[src/rtl/ibex_rvfi_trace_buffer_if.sv]
// rtl/ibex_rvfi_trace_buffer_if.sv - RVFI capture and drain port bundle for the trace buffer
// Purpose: groups the retirement (RVFI) fields and the valid/ready drain port.
// Ports (signals):
//   rvfi_valid, rvfi_pc_rdata, rvfi_insn, rvfi_rd_addr, rvfi_rd_wdata,
//   rvfi_trap, rvfi_intr      retirement fields, driven by the core side
//   rd_ready                  drain consumer ready, driven by the core side
//   rd_valid, rd_data         oldest record, driven by the buffer
// Modports: master = core/debug side, slave = trace buffer.
interface ibex_rvfi_trace_buffer_if;
   logic         rvfi_valid;
   logic [31:0]  rvfi_pc_rdata;
   logic [31:0]  rvfi_insn;
   logic [4:0]   rvfi_rd_addr;
   logic [31:0]  rvfi_rd_wdata;
   logic         rvfi_trap;
   logic         rvfi_intr;
   logic         rd_valid;
   logic         rd_ready;
   logic [102:0] rd_data;

   modport master (
      output rvfi_valid, rvfi_pc_rdata, rvfi_insn, rvfi_rd_addr, rvfi_rd_wdata,
             rvfi_trap, rvfi_intr, rd_ready,
      input  rd_valid, rd_data
   );

   modport slave (
      input  rvfi_valid, rvfi_pc_rdata, rvfi_insn, rvfi_rd_addr, rvfi_rd_wdata,
             rvfi_trap, rvfi_intr, rd_ready,
      output rd_valid, rd_data
   );
endinterface

[src/rtl/ibex_rvfi_trace_buffer.sv]
// rtl/ibex_rvfi_trace_buffer.sv - circular retirement trace buffer with PC trigger
// Purpose: captures {trap,intr,rd_addr,pc,insn,rd_wdata} of each retired
//   instruction into a Depth-entry ring, in wrap or stop-when-full mode, with
//   an optional PC trigger followed by a post-trigger record count. Records
//   drain oldest-first through a show-ahead valid/ready port.
// Ports:
//   clk_i, rst_ni     clock, asynchronous active-low reset
//   bus               RVFI inputs and drain port (slave modport)
//   cfg_en_i          capture enable (level)
//   cfg_stop_full_i   1: drop new records when full, 0: overwrite oldest
//   cfg_trig_en_i     enable PC trigger
//   cfg_trig_pc_i     trigger PC
//   cfg_post_cnt_i    records captured after the trigger record
//   clear_i           synchronous flush of buffer, counters and state
//   level_o           entries held, 0..Depth
//   overflow_o        sticky: a record was dropped or overwritten
//   drop_cnt_o        lost records, saturating
//   triggered_o       sticky: trigger record captured
//   done_o            capture finished after trigger
module ibex_rvfi_trace_buffer #(
   parameter int unsigned Depth    = 16,
   parameter int unsigned PostCntW = 8
) (
   input  logic                       clk_i,
   input  logic                       rst_ni,
   ibex_rvfi_trace_buffer_if.slave    bus,
   input  logic                       cfg_en_i,
   input  logic                       cfg_stop_full_i,
   input  logic                       cfg_trig_en_i,
   input  logic [31:0]                cfg_trig_pc_i,
   input  logic [PostCntW-1:0]        cfg_post_cnt_i,
   input  logic                       clear_i,
   output logic [$clog2(Depth):0]     level_o,
   output logic                       overflow_o,
   output logic [15:0]                drop_cnt_o,
   output logic                       triggered_o,
   output logic                       done_o
);

   localparam int unsigned AW    = $clog2(Depth);
   localparam int unsigned LvlW  = AW + 1;
   localparam int unsigned DataW = 103;

   typedef enum logic [1:0] {
      IDLE  = 2'd0,
      ARMED = 2'd1,
      POST  = 2'd2,
      DONE  = 2'd3
   } state_e;

   state_e              state_q, state_d;
   logic [AW-1:0]       wr_ptr_q, wr_ptr_d;
   logic [AW-1:0]       rd_ptr_q, rd_ptr_d;
   logic [LvlW-1:0]     level_q, level_d;
   logic                overflow_q, overflow_d;
   logic [15:0]         drop_cnt_q, drop_cnt_d;
   logic                triggered_q, triggered_d;
   logic [PostCntW-1:0] cnt_q, cnt_d;
   logic                done_q, done_d;

   logic [DataW-1:0]    mem_q [Depth];
   logic                mem_we;
   logic [DataW-1:0]    wr_rec;

   logic push, pop, full, trig_hit;

   assign wr_rec = {bus.rvfi_trap, bus.rvfi_intr, bus.rvfi_rd_addr,
                    bus.rvfi_pc_rdata, bus.rvfi_insn, bus.rvfi_rd_wdata};

   assign full     = (level_q == LvlW'(Depth));
   assign push     = bus.rvfi_valid && ((state_q == ARMED) || (state_q == POST));
   assign pop      = bus.rd_ready && (level_q != '0);
   assign trig_hit = cfg_trig_en_i && (bus.rvfi_pc_rdata == cfg_trig_pc_i);

   always_comb begin
      state_d     = state_q;
      wr_ptr_d    = wr_ptr_q;
      rd_ptr_d    = rd_ptr_q;
      level_d     = level_q;
      overflow_d  = overflow_q;
      drop_cnt_d  = drop_cnt_q;
      triggered_d = triggered_q;
      cnt_d       = cnt_q;
      mem_we      = 1'b0;

      if (clear_i) begin
         // Flush wins over any capture or pop arriving in the same cycle.
         wr_ptr_d    = '0;
         rd_ptr_d    = '0;
         level_d     = '0;
         overflow_d  = 1'b0;
         drop_cnt_d  = '0;
         triggered_d = 1'b0;
         cnt_d       = '0;
         state_d     = cfg_en_i ? ARMED : IDLE;
      end else begin
         if (push) begin
            if (!full || pop) begin
               // A simultaneous pop frees the slot, so a full buffer loses nothing.
               mem_we   = 1'b1;
               wr_ptr_d = wr_ptr_q + AW'(1);
               if (pop) begin
                  rd_ptr_d = rd_ptr_q + AW'(1);
               end else begin
                  level_d = level_q + LvlW'(1);
               end
            end else begin
               overflow_d = 1'b1;
               if (drop_cnt_q != 16'hFFFF) begin
                  drop_cnt_d = drop_cnt_q + 16'd1;
               end
               if (!cfg_stop_full_i) begin
                  // Overwrite: wr_ptr == rd_ptr when full, so both advance together.
                  mem_we   = 1'b1;
                  wr_ptr_d = wr_ptr_q + AW'(1);
                  rd_ptr_d = rd_ptr_q + AW'(1);
               end
            end
         end else if (pop) begin
            rd_ptr_d = rd_ptr_q + AW'(1);
            level_d  = level_q - LvlW'(1);
         end

         unique case (state_q)
            IDLE: begin
               if (cfg_en_i) state_d = ARMED;
            end
            ARMED: begin
               if (!cfg_en_i) begin
                  state_d = IDLE;
               end else if (push && trig_hit) begin
                  triggered_d = 1'b1;
                  cnt_d       = cfg_post_cnt_i;
                  state_d     = (cfg_post_cnt_i == '0) ? DONE : POST;
               end
            end
            POST: begin
               if (!cfg_en_i) begin
                  state_d = IDLE;
               end else if (push) begin
                  cnt_d = cnt_q - PostCntW'(1);
                  if (cnt_q == PostCntW'(1)) state_d = DONE;
               end
            end
            DONE: begin
               if (!cfg_en_i) state_d = IDLE;
            end
            default: state_d = IDLE;
         endcase
      end

      done_d = (state_d == DONE);
   end

   always_ff @(posedge clk_i or negedge rst_ni) begin
      if (!rst_ni) begin
         state_q     <= IDLE;
         wr_ptr_q    <= '0;
         rd_ptr_q    <= '0;
         level_q     <= '0;
         overflow_q  <= 1'b0;
         drop_cnt_q  <= '0;
         triggered_q <= 1'b0;
         cnt_q       <= '0;
         done_q      <= 1'b0;
      end else begin
         state_q     <= state_d;
         wr_ptr_q    <= wr_ptr_d;
         rd_ptr_q    <= rd_ptr_d;
         level_q     <= level_d;
         overflow_q  <= overflow_d;
         drop_cnt_q  <= drop_cnt_d;
         triggered_q <= triggered_d;
         cnt_q       <= cnt_d;
         done_q      <= done_d;
      end
   end

   // Storage is deliberately left unreset; only pointers define validity.
   always_ff @(posedge clk_i) begin
      if (mem_we) begin
         mem_q[wr_ptr_q] <= wr_rec;
      end
   end

   assign bus.rd_valid = (level_q != '0);
   assign bus.rd_data  = mem_q[rd_ptr_q];
   assign level_o      = level_q;
   assign overflow_o   = overflow_q;
   assign drop_cnt_o   = drop_cnt_q;
   assign triggered_o  = triggered_q;
   assign done_o       = done_q;

endmodule
[src/flat_wrapper.sv]
// flat-port wrapper written by rule: the top's interface ports become plain ports
module ibex_rvfi_trace_buffer_flat 
#(
   parameter int unsigned Depth    = 16,
   parameter int unsigned PostCntW = 8
)
  (clk_i, rst_ni, cfg_en_i, cfg_stop_full_i, cfg_trig_en_i, cfg_trig_pc_i, cfg_post_cnt_i, clear_i, level_o, overflow_o, drop_cnt_o, triggered_o, done_o, bus_rvfi_valid, bus_rvfi_pc_rdata, bus_rvfi_insn, bus_rvfi_rd_addr, bus_rvfi_rd_wdata, bus_rvfi_trap, bus_rvfi_intr, bus_rd_ready, bus_rd_valid, bus_rd_data);
  ibex_rvfi_trace_buffer_if bus_i ();
  input  logic clk_i;
  input  logic rst_ni;
  input  logic cfg_en_i;
  input  logic cfg_stop_full_i;
  input  logic cfg_trig_en_i;
  input  logic [31:0] cfg_trig_pc_i;
  input  logic [PostCntW-1:0] cfg_post_cnt_i;
  input  logic clear_i;
  output logic [$clog2(Depth):0] level_o;
  output logic overflow_o;
  output logic [15:0] drop_cnt_o;
  output logic triggered_o;
  output logic done_o;
  input wire logic [$bits(bus_i.rvfi_valid)-1:0] bus_rvfi_valid;
  input wire logic [$bits(bus_i.rvfi_pc_rdata)-1:0] bus_rvfi_pc_rdata;
  input wire logic [$bits(bus_i.rvfi_insn)-1:0] bus_rvfi_insn;
  input wire logic [$bits(bus_i.rvfi_rd_addr)-1:0] bus_rvfi_rd_addr;
  input wire logic [$bits(bus_i.rvfi_rd_wdata)-1:0] bus_rvfi_rd_wdata;
  input wire logic [$bits(bus_i.rvfi_trap)-1:0] bus_rvfi_trap;
  input wire logic [$bits(bus_i.rvfi_intr)-1:0] bus_rvfi_intr;
  input wire logic [$bits(bus_i.rd_ready)-1:0] bus_rd_ready;
  output wire logic [$bits(bus_i.rd_valid)-1:0] bus_rd_valid;
  output wire logic [$bits(bus_i.rd_data)-1:0] bus_rd_data;
  assign bus_i.rvfi_valid = bus_rvfi_valid;
  assign bus_i.rvfi_pc_rdata = bus_rvfi_pc_rdata;
  assign bus_i.rvfi_insn = bus_rvfi_insn;
  assign bus_i.rvfi_rd_addr = bus_rvfi_rd_addr;
  assign bus_i.rvfi_rd_wdata = bus_rvfi_rd_wdata;
  assign bus_i.rvfi_trap = bus_rvfi_trap;
  assign bus_i.rvfi_intr = bus_rvfi_intr;
  assign bus_i.rd_ready = bus_rd_ready;
  assign bus_rd_valid = bus_i.rd_valid;
  assign bus_rd_data = bus_i.rd_data;
  ibex_rvfi_trace_buffer #(.Depth(Depth), .PostCntW(PostCntW)) u_core (.clk_i(clk_i), .rst_ni(rst_ni), .bus(bus_i), .cfg_en_i(cfg_en_i), .cfg_stop_full_i(cfg_stop_full_i), .cfg_trig_en_i(cfg_trig_en_i), .cfg_trig_pc_i(cfg_trig_pc_i), .cfg_post_cnt_i(cfg_post_cnt_i), .clear_i(clear_i), .level_o(level_o), .overflow_o(overflow_o), .drop_cnt_o(drop_cnt_o), .triggered_o(triggered_o), .done_o(done_o));
endmodule
[config.mk]
export PLATFORM = sky130hd
export DESIGN_NAME = ibex_rvfi_trace_buffer_flat
export DESIGN_NICKNAME = d
export VERILOG_FILES = /design/src/rtl/ibex_rvfi_trace_buffer_if.sv /design/src/rtl/ibex_rvfi_trace_buffer.sv /design/src/flat_wrapper.sv
export SDC_FILE = /design/constraint.sdc
export NUM_CORES = 1
export LEC_CHECK = 0
export CAP_MARGIN = 20
export CORE_AREA = 2 2 347 349
export CTS_CLUSTER_DIAMETER = 200
export DETAILED_ROUTE_END_ITERATION = 6
export DIE_AREA = 0 0 349 351
export PLACE_DENSITY = 0.73
export SLEW_MARGIN = 30
export SYNTH_ARGS = -nofsm -noshare
export SYNTH_HDL_FRONTEND = slang
export SYNTH_SLANG_ARGS = --single-unit
[constraint.sdc]
create_clock -name clk_i -period 10.8 [get_ports clk_i]
set_clock_uncertainty 0.05 [all_clocks]
set_input_delay 2.7 -clock clk_i [delete_from_list [all_inputs] [get_ports clk_i]]
set_output_delay 2.7 -clock clk_i [all_outputs]
set_load 0.005 [all_outputs]
After elaboration in Yosys (flattened, before gate mapping)
Memories as Yosys holds them, arrays and structs flattened.
Index checks and enable logic that the tools add are counted.
W data, S select, Z words.
Storage, ports and cells
  register bits: 42
  bits in writable memories: 1648
  bits of input ports: 151
  output and inout bits: 128
  logic and storage cells: 104
  memories kept: 1
Memories
  u_core.mem_q: depth 16, bits a word 103, rd ports 1, clocked after Yosys merged registers in 0, write ports 1, RTL line ibex_rvfi_trace_buffer.sv:61  | logic [DataW-1:0] mem_q [Depth];
Cells by class
  add/sub/neg operators: 6
  equality and inequality tests: 17
  multiplexer cells: 48
  reduce and logical (&&, ||, !) cells: 23
Operator list (number)
  $mux W16: 4
  $mux W8: 5
  $mux W4: 9
  $eq A32 B32 Y1: 1
  $mux W5: 5
  $add A16 B1 Y16 const B: 1
  $mux W2: 8
  $ne A16 B16 Y1 const B: 1
  $pmux W8 S2: 1
  $mux W1: 15
  $ne A3 B3 Y1 const B: 5
  $reduce_bool A2 Y1: 5
  $reduce_and A3 Y1: 3
  $add A4 B1 Y4 const B: 2
  $eq A8 B1 Y1 const B: 1
  $logic_not A8 Y1: 1
  $pmux W2 S4: 1
  $sub A8 B1 Y8 const B: 1
  $eq A2 B2 Y1 const B: 3
  $reduce_bool A3 Y1: 2
  $add A5 B1 Y5 const B: 1
  $eq A5 B5 Y1 const B: 1
  $reduce_and A5 Y1: 1
  $reduce_bool A5 Y1: 1
  other kinds (11): 16

Longest topological paths before layout
  word-level depth: 9
  depth in mapped cells: 11
  gate-level depth less buffers: 11

Worst setup path before layout
No wires, ideal clock.
  path type: input to register
  from: input port bus_rvfi_valid
  to: memory u_core.mem_q[7][0], enable pin
  library setup time: 0.566 ns
  data arrival time: 7.877 ns
  required time: 10.184 ns
  path slack: 2.307 ns
  stages on the path: 4
  cell sequence: nand2_1 > a31oi_1 > nand2_1 > nor2_1
Between the ends
  word-level cells in the longest chain between the ends: 5
Ends and longest elaborated chain
  start: declaration: RTL line flat_wrapper.sv:22  | input wire logic [$bits(bus_i.rvfi_valid)-1:0] bus_rvfi_valid;
  $logic_and A1 B1 Y1: RTL line ibex_rvfi_trace_buffer.sv:71  | assign push = bus.rvfi_valid && ((state_q == ARMED) || (state_q == POST));
  $mux W1: RTL line ibex_rvfi_trace_buffer.sv:97  | if (push) begin
  $mux W1: RTL line ibex_rvfi_trace_buffer.sv:86  | if (clear_i) begin
  $mux W1: RTL line ibex_rvfi_trace_buffer.sv:181  | if (mem_we) begin
  $mux W1 (implied by the code): RTL line ibex_rvfi_trace_buffer.sv:182  | mem_q[wr_ptr_q] <= wr_rec;
  end: declaration: RTL line ibex_rvfi_trace_buffer.sv:61
Every way passes these cells.

Worst setup path in the final report
  from: register u_core.rd_ptr_q[1]
  to: output port bus_rd_data[7]
Between the ends
  word-level cells in the longest chain between the ends: 1
Ends and longest elaborated chain
  start: declaration: RTL line ibex_rvfi_trace_buffer.sv:53  | logic [AW-1:0] rd_ptr_q, rd_ptr_d;
  start signal: assignment: RTL line ibex_rvfi_trace_buffer.sv:169  | rd_ptr_q <= rd_ptr_d;
  $mem_v2 Z16 W103
  end: declaration: RTL line flat_wrapper.sv:31  | output wire logic [$bits(bus_i.rd_data)-1:0] bus_rd_data;
Every way passes these cells.

==> results.yml <==
sta:
  rsz0062_at_grt: "false"
  final_max_slew_viol_count: 0
  setup-tns-final_ns: 0
  max_freq_mhz: 138.0
  finalCriticalPeriod_ns: 7.248
  setup_violations: 0
  relSlewSlack_pct: 31.30
  worst_pin_slew_ns: 1.030
  period_share_pct: 67.11
  hold_viol: 0
finish:
  final_cells: 4695
  layout_commonest_cell: "edfxtp_1"
  nets: 3184
  drive_above_1_share_pct: 26.34
  final_design_area_no_fill_um2: 74810
  fillers: 7564
  final_util_pct: 62.86
  syn_to_final_growth_pct: 15.57
  final_cell_mix: "1,648 x edfxtp_1, 515 x mux4_2, 277 x clkdlybuf4s50_1, 165 x clkbuf_16, 42 x xor2_1"
logic_synthesis:
  synth-edff-count: 1648
  synth_top_family_by_area: "multiplexers"
  synth_seq_cells: 1690
  syn_nets: 2813
  yosysSeqAreaShare_pct: 78.08
  yosys.area_share.simple_pct: 1.227
  synthMuxAreaShare_pct: 18.01
  async_flop_share_pct: 2.485
  synth_fa_ha_area_share_pct: 0.3209
  syn_area_um2: 64730
  synth_compound_area_share_pct: 0.7384
  synth_cell_types: 58
  syn_area_per_cell_um2: 24.46
  ys_warn_count: 0
  synthXorXnorAreaFrac_pct: 0.7036
  synth_cells: 2646
  synth_flop_cell: "edfxtp_1"
place:
  place_area_um2: 69630
  dp_hpwl_um: 73910
  portBuffers: 278
  place_inst: 4396
  gp_congestion: 0.8209
critical_path:
  cp.buffers_inverters: 3
  arrival_ns: 4.50
  path_delay_family: "buffers and inverters"
  required_ns: 8.05
  end_kind: "output port"
  cp_max_fo: 64
  crit_chain: "buf_4, buf_4, mux4_2, mux4_2, clkdlybuf4s50_1"
  slowest_delay_ns: 0.78
  startpoint_type: "register"
  critPathSlowestCell: "buf_4"
  critPathKind: "register to output port"
run_status:
  status: "finished with violations"
  violations: "design-rule violations"
global_routing:
  grt_max_degree: 110
  grt_pass1_wl_um: 206700
  overflow: 0
  grt_pass1_vias: 31096
  grt_usage_pct: 23.23
  grt_antenna_before_repair: 11
route:
  drt_iter0_markers: 3128
  drc_errors: 1
  drt_first_pass_iters: 7
  num_vias: 29802
  drt_wl_total_um: 140300
  vias_per_cell: 6.348
  wire_per_inst_um: 29.88
  antenna_left: 0
clock_network:
  clk_latency_ns: 0.77
  postCtsSetupRepairBufs: 0
  cts_resized: 0
  cts_htree_levels: 4
  clk_pin_slew_ns: 0.06
  root_buffer: "clkbuf_16"
  cts.sinks: 1690
  cts_buffers: 165
  clock_path_buffers: 3
  cts_tree: "done"
  holdBufCountCts: 0
power_and_ir_drop:
  powerDensity_nw_per_um2: 218.2
  leakagePower_nw: 22.84
  p_seq_share_pct: 45.7
  p_sw_mw: 4.025
  peakVddDrop_mv: 0.1704
  combPwrFrac_pct: 21.0
  clkPwrFrac_pct: 33.3
  intPower_mw: 12.29
  p_total_mw: 16.32
  swShare_pct: 24.67
floorplanning:
  core_um2: 119000
  rows: 127
  ios: 279
  dieArea_um2: 122500
  start_util_pct: 54.39
  die_y_um: 351
  dieWidth_um: 349
min_path:
  worstHoldPathType: "register to register"
run:
  maxCapViolations: 0
[through the flow]
step / hold slack, ns / setup slack, ns
2_1_floorplan: 0.4269 / 2.307
3_3_place_gp: 0.4505 / 3.840
3_5_place_dp: 0.4659 / 3.986
4_1_cts: 0.4851 / 3.516
5_1_grt: 0.5120 / 3.404
6_report: 0.4882 / 3.552
[worst reg2reg max path: stages, from the launching register on]
cell	delay, ns
dfrtp_1	0.42
inv_1	0.10
ha_1	0.37
nand2_1	0.25
a31oi_2	0.57
nand2_1	0.40
nor2_4	0.73
buf_4	0.80
[state kept, by name, indices dropped and copies added (netlist names)]
register and cells:
u_core.done_o 1, u_core.drop_cnt_o 16, u_core.overflow_o 1, u_core.level_o 5
u_core.state_q 2, u_core.wr_ptr_q 4, u_core.mem_q 1648, u_core.rd_ptr_q 4
u_core.triggered_o 1, u_core.cnt_q 8
[cells in the mapped netlist (6+ instances only)]
| master | n | area (um^2) |
|---|---|---|
| buf_2 | 29 | 145.1 |
| nand2b_1 | 7 | 43.79 |
| xor2_1 | 42 | 367.9 |
| o21ai_0 | 7 | 35.03 |
| mux2i_1 | 6 | 60.06 |
| buf_1 | 22 | 82.58 |
| ha_1 | 15 | 187.7 |
| xnor2_1 | 10 | 87.58 |
| nand2_1 | 31 | 116.4 |
| nand4_1 | 11 | 68.82 |
| edfxtp_1 | 1648 | 49490 |
| nor4_1 | 11 | 68.82 |
| nor2b_1 | 6 | 37.54 |
| nor3_1 | 9 | 45.04 |
| clkbuf_1 | 75 | 281.5 |
| o31ai_1 | 6 | 45.04 |
| mux4_2 | 515 | 11600 |
| a21oi_1 | 7 | 35.03 |
| nor2_1 | 49 | 183.9 |
| dfrtp_1 | 42 | 1051 |
| inv_1 | 23 | 86.33 |
| nand3_1 | 16 | 80.08 |
[kinds of logic after synthesis]
kind of cell,Yosys count
AND/OR/NAND/NOR,159
adder cells (fa/ha/maj),16
multiplexers,521
buffers and inverters,149
flip-flops,1690
XOR/XNOR,52
AO/OA/AOI/OAI,59
[power groups by stage]
| stage | registers (mW) | logic (mW) | clock network, mW |
|---|---|---|---|
| after floorplan | 7.55 | 2.26 | 0 |
| after global placement | 7.59 | 3.39 | 0 |
| after detailed placement | 7.60 | 3.44 | 0 |
| after CTS | 7.47 | 3.47 | 5.54 |
| after global routing | 7.48 | 3.65 | 5.79 |
| final | 7.46 | 3.43 | 5.43 |
[layer usage]
layer,track usage [%],wire length [um],vias to the layer above
li1,-,-,12159
met1,33.50,57230,16100
met2,37.08,69580,1311
met3,4.611,10560,216
met4,6.061,2833,16
met5,0,106,-
[cell type report]
cell class / count / area, um^2 / share of cell area (%)
flip-flops and latches: 1690 / 50550 / 67.58
multi-input cells: 807 / 13730 / 18.35
clock buffers: 206 / 4343 / 5.805
repair buffers: 330 / 3393 / 4.536
well taps: 1548 / 1937 / 2.589
clock inverters: 87 / 759.5 / 1.015
inverters: 23 / 86.33 / 0.1154
diodes: 4 / 10.01 / 0.01338
[final timing paths]
kind | to | cells past startpoint | slack (ns) | from
setup / recovery | bus_rd_data[7] | 5 | 3.55 | u_core.rd_ptr_q[1]
hold / removal | u_core.triggered_o | 2 | 0.49 | u_core.triggered_o
setup reg to reg | u_core.mem_q[5][82] | 7 | 6.69 | u_core.state_q[0]
hold reg to reg | u_core.triggered_o | 2 | 0.49 | u_core.triggered_o
max in group asynchronous | u_core.rd_ptr_q[2] | 1 | 8.36 | rst_ni
min in group asynchronous | u_core.level_o[0] | 1 | 1.88 | rst_ni
No activity file was read; power rests on OpenSTA's default activity.
